**src/rtl/ins_mem_pkg.sv**
```systemverilog
// Shared definitions for the instruction fetch memory: FSM state encoding and
// the default fill pattern written after reset or reinit.
package ins_mem_pkg;

  typedef enum logic {StInit, StRun} state_e;

  // Word i of the default image is i*256 + fill_lo; callers truncate to DATA_W.
  function automatic logic [63:0] fill_word(input logic [31:0] idx, input logic [31:0] fill_lo);
    return {24'd0, idx, 8'd0} + {32'd0, fill_lo};
  endfunction

endpackage

```
**src/rtl/ins_ram_1r1w.sv**
```systemverilog
// Simple dual-port storage: synchronous write, synchronous read-first read,
// no reset on the array or the read register.
module ins_ram_1r1w #(
  parameter int unsigned ADDR_W = 7,
  parameter int unsigned DATA_W = 16,
  parameter int unsigned DEPTH  = 128
) (
  input  logic              clk_i,
  input  logic              we_i,
  input  logic [ADDR_W-1:0] waddr_i,
  input  logic [DATA_W-1:0] wdata_i,
  input  logic              re_i,
  input  logic [ADDR_W-1:0] raddr_i,
  output logic [DATA_W-1:0] rdata_o
);

  logic [DATA_W-1:0] mem_q [DEPTH];
  logic [DATA_W-1:0] rdata_q;

  // Both in one block with non-blocking writes: a same-address read sees the old word.
  always_ff @(posedge clk_i) begin
    if (we_i) mem_q[waddr_i] <= wdata_i;
    if (re_i) rdata_q <= mem_q[raddr_i];
  end

  assign rdata_o = rdata_q;

endmodule

```
**src/rtl/ins_fetch_mem.sv**
```systemverilog
// Instruction memory with an INIT/RUN controller: fills a default image after
// reset or reinit, then serves valid/ready reads and range-checked program writes.
module ins_fetch_mem
  import ins_mem_pkg::*;
#(
  parameter int unsigned ADDR_W  = 7,
  parameter int unsigned DATA_W  = 16,
  parameter int unsigned DEPTH   = 128,
  parameter int unsigned FILL_LO = 10
) (
  input  logic              clk,
  input  logic              rst,
  input  logic              reinit,
  input  logic              rd_req,
  input  logic [ADDR_W-1:0] rd_addr,
  input  logic              rd_ready,
  output logic              rd_valid,
  output logic [DATA_W-1:0] rd_data,
  output logic              rd_err,
  input  logic              wr_en,
  input  logic [ADDR_W-1:0] wr_addr,
  input  logic [DATA_W-1:0] wr_data,
  output logic              wr_err,
  output logic              init_done
);

  // One extra bit so DEPTH == 2**ADDR_W compares without wrap-around.
  localparam logic [ADDR_W:0]   DepthExt = (ADDR_W + 1)'(DEPTH);
  localparam logic [ADDR_W-1:0] LastIdx  = ADDR_W'(DEPTH - 1);

  state_e            state_q, state_d;
  logic [ADDR_W-1:0] fill_q, fill_d;
  logic              rd_valid_q, rd_valid_d;
  logic              rd_err_q, rd_err_d;
  logic              wr_err_q, wr_err_d;

  logic              rd_in_range, wr_in_range;
  logic              run_ok, rd_accept, wr_accept;
  logic              ram_we, ram_re;
  logic [ADDR_W-1:0] ram_waddr;
  logic [DATA_W-1:0] ram_wdata, ram_rdata;

  assign rd_in_range = {1'b0, rd_addr} < DepthExt;
  assign wr_in_range = {1'b0, wr_addr} < DepthExt;

  // reinit takes priority over any read or write offered in the same cycle.
  assign run_ok    = (state_q == StRun) && !reinit;
  assign rd_accept = run_ok && rd_req && (!rd_valid_q || rd_ready);
  assign wr_accept = run_ok && wr_en && wr_in_range;
  assign ram_re    = rd_accept && rd_in_range;

  always_comb begin
    state_d    = state_q;
    fill_d     = fill_q;
    rd_valid_d = rd_valid_q;
    rd_err_d   = rd_err_q;
    wr_err_d   = run_ok && wr_en && !wr_in_range;
    ram_we     = 1'b0;
    ram_waddr  = wr_addr;
    ram_wdata  = wr_data;

    unique case (state_q)
      StInit: begin
        ram_we    = 1'b1;
        ram_waddr = fill_q;
        ram_wdata = DATA_W'(fill_word(32'(fill_q), 32'(FILL_LO)));
        if (reinit) begin
          fill_d = '0;
        end else if (fill_q == LastIdx) begin
          state_d = StRun;
          fill_d  = '0;
        end else begin
          fill_d = fill_q + ADDR_W'(1);
        end
      end
      StRun: begin
        ram_we = wr_accept;
        if (reinit) begin
          state_d    = StInit;
          fill_d     = '0;
          rd_valid_d = 1'b0;
        end else if (rd_accept) begin
          rd_valid_d = 1'b1;
          rd_err_d   = !rd_in_range;
        end else if (rd_ready) begin
          rd_valid_d = 1'b0;
        end
      end
    endcase
  end

  always_ff @(posedge clk or posedge rst) begin
    if (rst) begin
      state_q    <= StInit;
      fill_q     <= '0;
      rd_valid_q <= 1'b0;
      rd_err_q   <= 1'b0;
      wr_err_q   <= 1'b0;
    end else begin
      state_q    <= state_d;
      fill_q     <= fill_d;
      rd_valid_q <= rd_valid_d;
      rd_err_q   <= rd_err_d;
      wr_err_q   <= wr_err_d;
    end
  end

  ins_ram_1r1w #(
    .ADDR_W (ADDR_W),
    .DATA_W (DATA_W),
    .DEPTH  (DEPTH)
  ) u_ram (
    .clk_i   (clk),
    .we_i    (ram_we),
    .waddr_i (ram_waddr),
    .wdata_i (ram_wdata),
    .re_i    (ram_re),
    .raddr_i (rd_addr),
    .rdata_o (ram_rdata)
  );

  // The RAM read register has no reset, so the data path is gated by the flags.
  assign rd_valid  = rd_valid_q;
  assign rd_err    = rd_err_q;
  assign rd_data   = (rd_valid_q && !rd_err_q) ? ram_rdata : '0;
  assign wr_err    = wr_err_q;
  assign init_done = (state_q == StRun);

endmodule
```
**config.mk**
```make
export PLATFORM = sky130hd
export DESIGN_NAME = ins_fetch_mem
export DESIGN_NICKNAME = d
export VERILOG_FILES = /design/src/rtl/ins_mem_pkg.sv /design/src/rtl/ins_ram_1r1w.sv /design/src/rtl/ins_fetch_mem.sv
export SDC_FILE = /design/constraint.sdc
export NUM_CORES = 2
export LEC_CHECK = 0
export BUFFER_PORTS_ARGS = -buffer_cell sky130_fd_sc_hd__buf_4
export CAP_MARGIN = 20
export CORE_MARGIN = 2
export CORE_UTILIZATION = 54
export DETAILED_ROUTE_END_ITERATION = 8
export GPL_ROUTABILITY_DRIVEN = 0
export MAX_ROUTING_LAYER = met4
export PLACE_DENSITY = 0.72
export SETUP_SLACK_MARGIN = 0.3
export SKIP_LAST_GASP = 1
export SLEW_MARGIN = 20
export SYNTH_ARGS = -nofsm -noshare
export SYNTH_HDL_FRONTEND = slang
export SYNTH_SLANG_ARGS = --single-unit
```
**constraint.sdc**
```tcl
create_clock -name clk -period 7.2 [get_ports clk]
set_input_delay 1.44 -clock clk [delete_from_list [all_inputs] [get_ports clk]]
set_output_delay 1.44 -clock clk [all_outputs]
set_load 0.005 [all_outputs]
```
# [After elaboration in Yosys (flattened, before gate mapping)]
# Memories as Yosys holds them, arrays and structs flattened. A register that Yosys moved wholly into a read port is not among the register bits.
# Index checks and enable logic that the tools add are counted.
[classes] n_addsub=2 n_eq_ne=2 n_mux=17 bitwise=1 reduce_logical=9
[ops] op="16-bit two-way mux" n=2
[ops] op="7-bit two-way mux" n=4
[ops] op="15-bit by 4-bit adder with 16-bit output (second input constant)" n=1
[ops] op="7-bit case mux with 2 select lines" n=1
[ops] op="1-bit two-way mux" n=8
[ops] op="7-bit by 1-bit adder with 7-bit output (second input constant)" n=1
[ops] op="7-bit == test (second input constant)" n=1
[ops] op="1-bit logical AND" n=4
[ops] op="1-bit case mux with 2 select lines" n=2
[ops] op="3-bit nonzero test" n=1
[ops] op="1-bit zero test" n=2
[ops] op="2-bit != test (second input constant)" n=1
[ops] op="2-bit AND reduction" n=1
[ops] op="1-bit logical OR" n=1
[ops] op="1-bit NOT" n=1
[word_totals] ff_bits=9 ramBits=2048 inputBits=36 output_inout_bits=20 wordCells=35 mem_count=1
[memory_table] memory="u_ram.mem_q" depth=128 word_bits=16 rd=1 rd_clocked_by_memory_dff=1 write_ports=1 line="ins_ram_1r1w.sv:17" rtl="logic [DATA_W-1:0] mem_q [DEPTH];"

# [Logic depth before layout (Yosys ltp)]
[depth] ltp_word=6 depth_mapped=7 mapped_depth_nobuf=5

# [Cells and area by module]
# A second synthesis with hierarchy kept.
[hier_totals] cells_unflattened=3208 area_unflattened_um2=79508.8
[modules_own_cells] module="ins_ram_1r1w" instances=1 cells_per_inst=3086 area_per_inst_um2=78683.0 seq_area_each_um2=61979.4
[modules_own_cells] module="ins_fetch_mem" instances=1 cells_per_inst=122 area_per_inst_um2=825.8 seq_area_each_um2=225.2

# [Least setup slack after synthesis]
# No wires, ideal clock.
[synth_path] path_kind="reg-to-reg" from="register state_q, in the netlist init_done" to="memory u_ram.mem_q[0][14], data pin" setup_ps=1197 arrival_time_ps=6274 required_ps=6003 slack_ps=-270 stages_incl_launch_ff=6 path_buffers=4 synth_period_minus_slack_ps=7470 path_cell_list="dfrtp_1 clkbuf_1 clkbuf_1 clkbuf_1 clkbuf_1 o21ai_0"
[synth_via] elab_chain_len=1
[synth_lines] item="from (decl)" line="ins_fetch_mem.sv:31" rtl="state_e state_q, state_d;"
[synth_lines] item="from (signal assigned)" line="ins_fetch_mem.sv:94" rtl="state_q <= StInit;"
[synth_lines] item="from (signal assigned)" line="ins_fetch_mem.sv:100" rtl="state_q <= state_d;"
[synth_lines] item="16-bit two-way mux" line="ins_fetch_mem.sv:62" rtl="unique case (state_q)"
[synth_lines] item="named net ram_wdata[14]" line="ins_fetch_mem.sv:41" rtl="logic [DATA_W-1:0] ram_wdata, ram_rdata;"
[synth_lines] item="to (decl)" line="ins_ram_1r1w.sv:17"
# The timed path passes the listed nets, and every way through them passes these cells.

==> out/qor.csv <==
stage,metric,value,unit
placed_design,port bufs,53,
pwr,power density over cell area,271,nW/um^2
timing,Fin. Hold Viols,0,
cells_and_area,most frequent cells in the layout,"edfxtp_1 (2064), mux4_2 (672), clkbuf_16 (194)",
timing,fin crit share,59.9,%
setup_path,Worst setup SP type,input port,
cells_and_area,multi-input logic area,16800,um^2
floorplanning,initial cell density of the core,54.5,%
cts,H-tree lvl count,4,
global_routing,first-pass GRT wire length,268000,um
detailed_routing,drt pass-1 iters,6,
detailed_routing,via count,36357,
synth,share of the synthesized area in the top cell type,78.0,%
cts,clk slew on worst S/H paths,60,ps
global_routing,largest net degree at the start of global routing,129,
placed_design,hpwl dp,105000,um
cells_and_area,Sequential cell area,62200,um^2
cts,CTS Hold Bufs,0,
timing,setup TNS,0,ps
synth,Post-Syn Area per Cell,24.9,um^2
cts,Inserted Clock Buffers,194,
detailed_routing,total wire length,187000,um
timing,"Slew Viols, Final",0,
timing,Final Critical Period,4310,ps
cells_and_area,Nets,3469,
setup_path,Worst EP required,7780,ps
global_routing,initial antenna violation count,19,
timing,Max Freq,232,MHz
pwr,maximum VDD drop,0.225,mV
synth,"flops & latches, synth",2073,
cts,root cell of the clock tree,clkbuf_16,
floorplanning,core area,146000,um^2
cts,CTS tree,yes,
synth,Ys Warns,0,
synth,Syn Inst Count,3190,
cells_and_area,share of cells above drive strength 1,34.0,%
cts,Max clock buf depth,3,
floorplanning,die area,150000,um^2
setup_path,Worst Path Arrival,4900,ps
synth,sequential fraction of the synthesis area,78.3,%
cts,post-CTS setup buffer count,0,
floorplanning,chip width,388,um
global_routing,Global Route Usage Sum,26.0,%
cts,Skew-Pair Late Insertion Delay,840,ps
timing,Clock Skew,35.6,ps
cts,CTS resizes,0,
global_routing,"Remaining Overflow, GRT",0,
job,Max-Cap Viols,0,
timing,Rel. slew slack,23.9,%
detailed_routing,Vias per Instance,6.58,
cells_and_area,fill count,9432,
worst_hold_path,worst min-delay path class,in -> async,
detailed_routing,Post-DRT Antenna Nets,0,
synth,largest cells by area after synthesis,"edfxtp_1 (78%), mux4_2 (19%), nor2_1 (0.64%)",
floorplanning,Top Ports,56,
timing,Hold Slack,580,ps
cells_and_area,synth-to-layout area growth,12.6,%
global_routing,vias in the first global route,36904,
synth,mapped cell area,79500,um^2
floorplanning,Die H,388,um
setup_path,crit path max fanout,52,
setup_path,Setup CP Type,in -> reg,
run_status,status,"finished, final reports clean",
detailed_routing,DR DRC count,0,
pwr,leakage,0.0287,uW
synth,largest area contributor in the synthesized netlist,edfxtp_1,
timing,Final setup viols,0,
setup_path,Setup crit end kind,register,
detailed_routing,wire length per cell,33.9,um
cells_and_area,"commonest non-fill, non-tap cell in the layout",edfxtp_1,
detailed_routing,Iter 0 DRT Violations,5223,
cts,clock sink count,2073,
timing,Slew @ Worst Pin,1140,ps
floorplanning,row count,140,
synth,count of cell types in the netlist,30,
timing,unrepaired setup endpoints after global routing,no,
==> worst max-delay path: stages <==
cell    delay, ps
buf_8         560
buf_4         720
mux4_2        620
mux4_2        530
mux4_2        600
mux2_2        310
==> cell type report <==
type	count	area share, %
well taps	1917	2.68
clock inverters	116	1.33
flip-flops and latches	2073	69.5
repair buffers	215	2.06
diodes	11	0.0307
inverters	8	0.0335
clock buffers	244	5.68
multi-input cells	940	18.7
==> logic make-up after synthesis <==
| group | Yosys count | synth area share [%] |
|---|---|---|
| and+or+nand+nor | 216 | 1.18 |
| other | 1 | 0.00472 |
| xor gates and xnor gates | 3 | 0.0331 |
| buffers and inverters | 178 | 0.943 |
| AOI/OAI and AO/OA | 20 | 0.167 |
| adders and majority gates | 1 | 0.0157 |
| muxes | 698 | 19.4 |
| DFF | 2073 | 78.3 |
==> sequential cells by signal, summed over array words and instances, names as in the netlist <==
signal,flops
fill_q,7
rd_valid,1
init_done,1
u_ram.mem_q,2048
u_ram.rdata_o,16
==> routing by layer <==
layer / vias to the layer above / GRT usage (%) / wire length (um)
met5: - / - / 0
met4: 0 / 7.17 / 4930
met3: 285 / 5.78 / 19800
met2: 2091 / 39.3 / 90200
met1: 19667 / 36.3 / 72100
li1: 14314 / - / -
==> per-stage QoR <==
step / power, uW / std cells / util (%) / setup slack, ps / area [um^2]
global route: 24900 / 5519 / 61.3 / 2740 / 89500
global placement: 14500 / 5150 / 57.0 / 2020 / 83100
floorplan: 14100 / 3191 / - / 1930 / 79500
CTS: 24400 / 5510 / 61.3 / 2880 / 89400
finish: 24200 / 5524 / 61.4 / 2890 / 89500
detailed placement: 14500 / 5150 / 57.0 / 1980 / 83200
==> path summary, 6_finish.rpt <==
path	from	endpoint	slack [ps]	depth (start not counted)
setup / recovery	rd_addr[0]	u_ram.rdata_o[15]	2890	6
hold / removal	rst	rd_valid	580	2
setup reg to reg	init_done	u_ram.mem_q[84][14]	3100	5
hold reg to reg	fill_q[1]	fill_q[1]	690	2
max in group asynchronous	rst	fill_q[3]	6320	2
min in group clk	fill_q[1]	fill_q[1]	690	2
==> synth_stat cells <==
master and n:
a21oi_1 3, a22oi_1 1, a311oi_1 1, a31oi_1 2
and2_1 23, and3_1 1, and4_1 1, buf_1 22
buf_2 53, buf_4 2, buf_6 1, clkbuf_1 92
conb_1 1, dfrtp_1 9, edfxtp_1 2064, ha_1 1
inv_1 8, mux2_2 22, mux2i_1 4, mux4_2 672
nand2_1 24, nand2b_1 14, nand3_1 13, nor2_1 136
nor2b_1 2, nor3_1 2, o21ai_0 4, o22ai_1 4
o32ai_1 5, xnor2_1 3
==> power by group <==
part | switching, uW | total (uW) | internal (uW)
Clock | 4400 | 10000 | 5620
Sequential | 9.75 | 13200 | 13200
Combinational | 579 | 1050 | 467
Power figures use the tool's default switching activity.
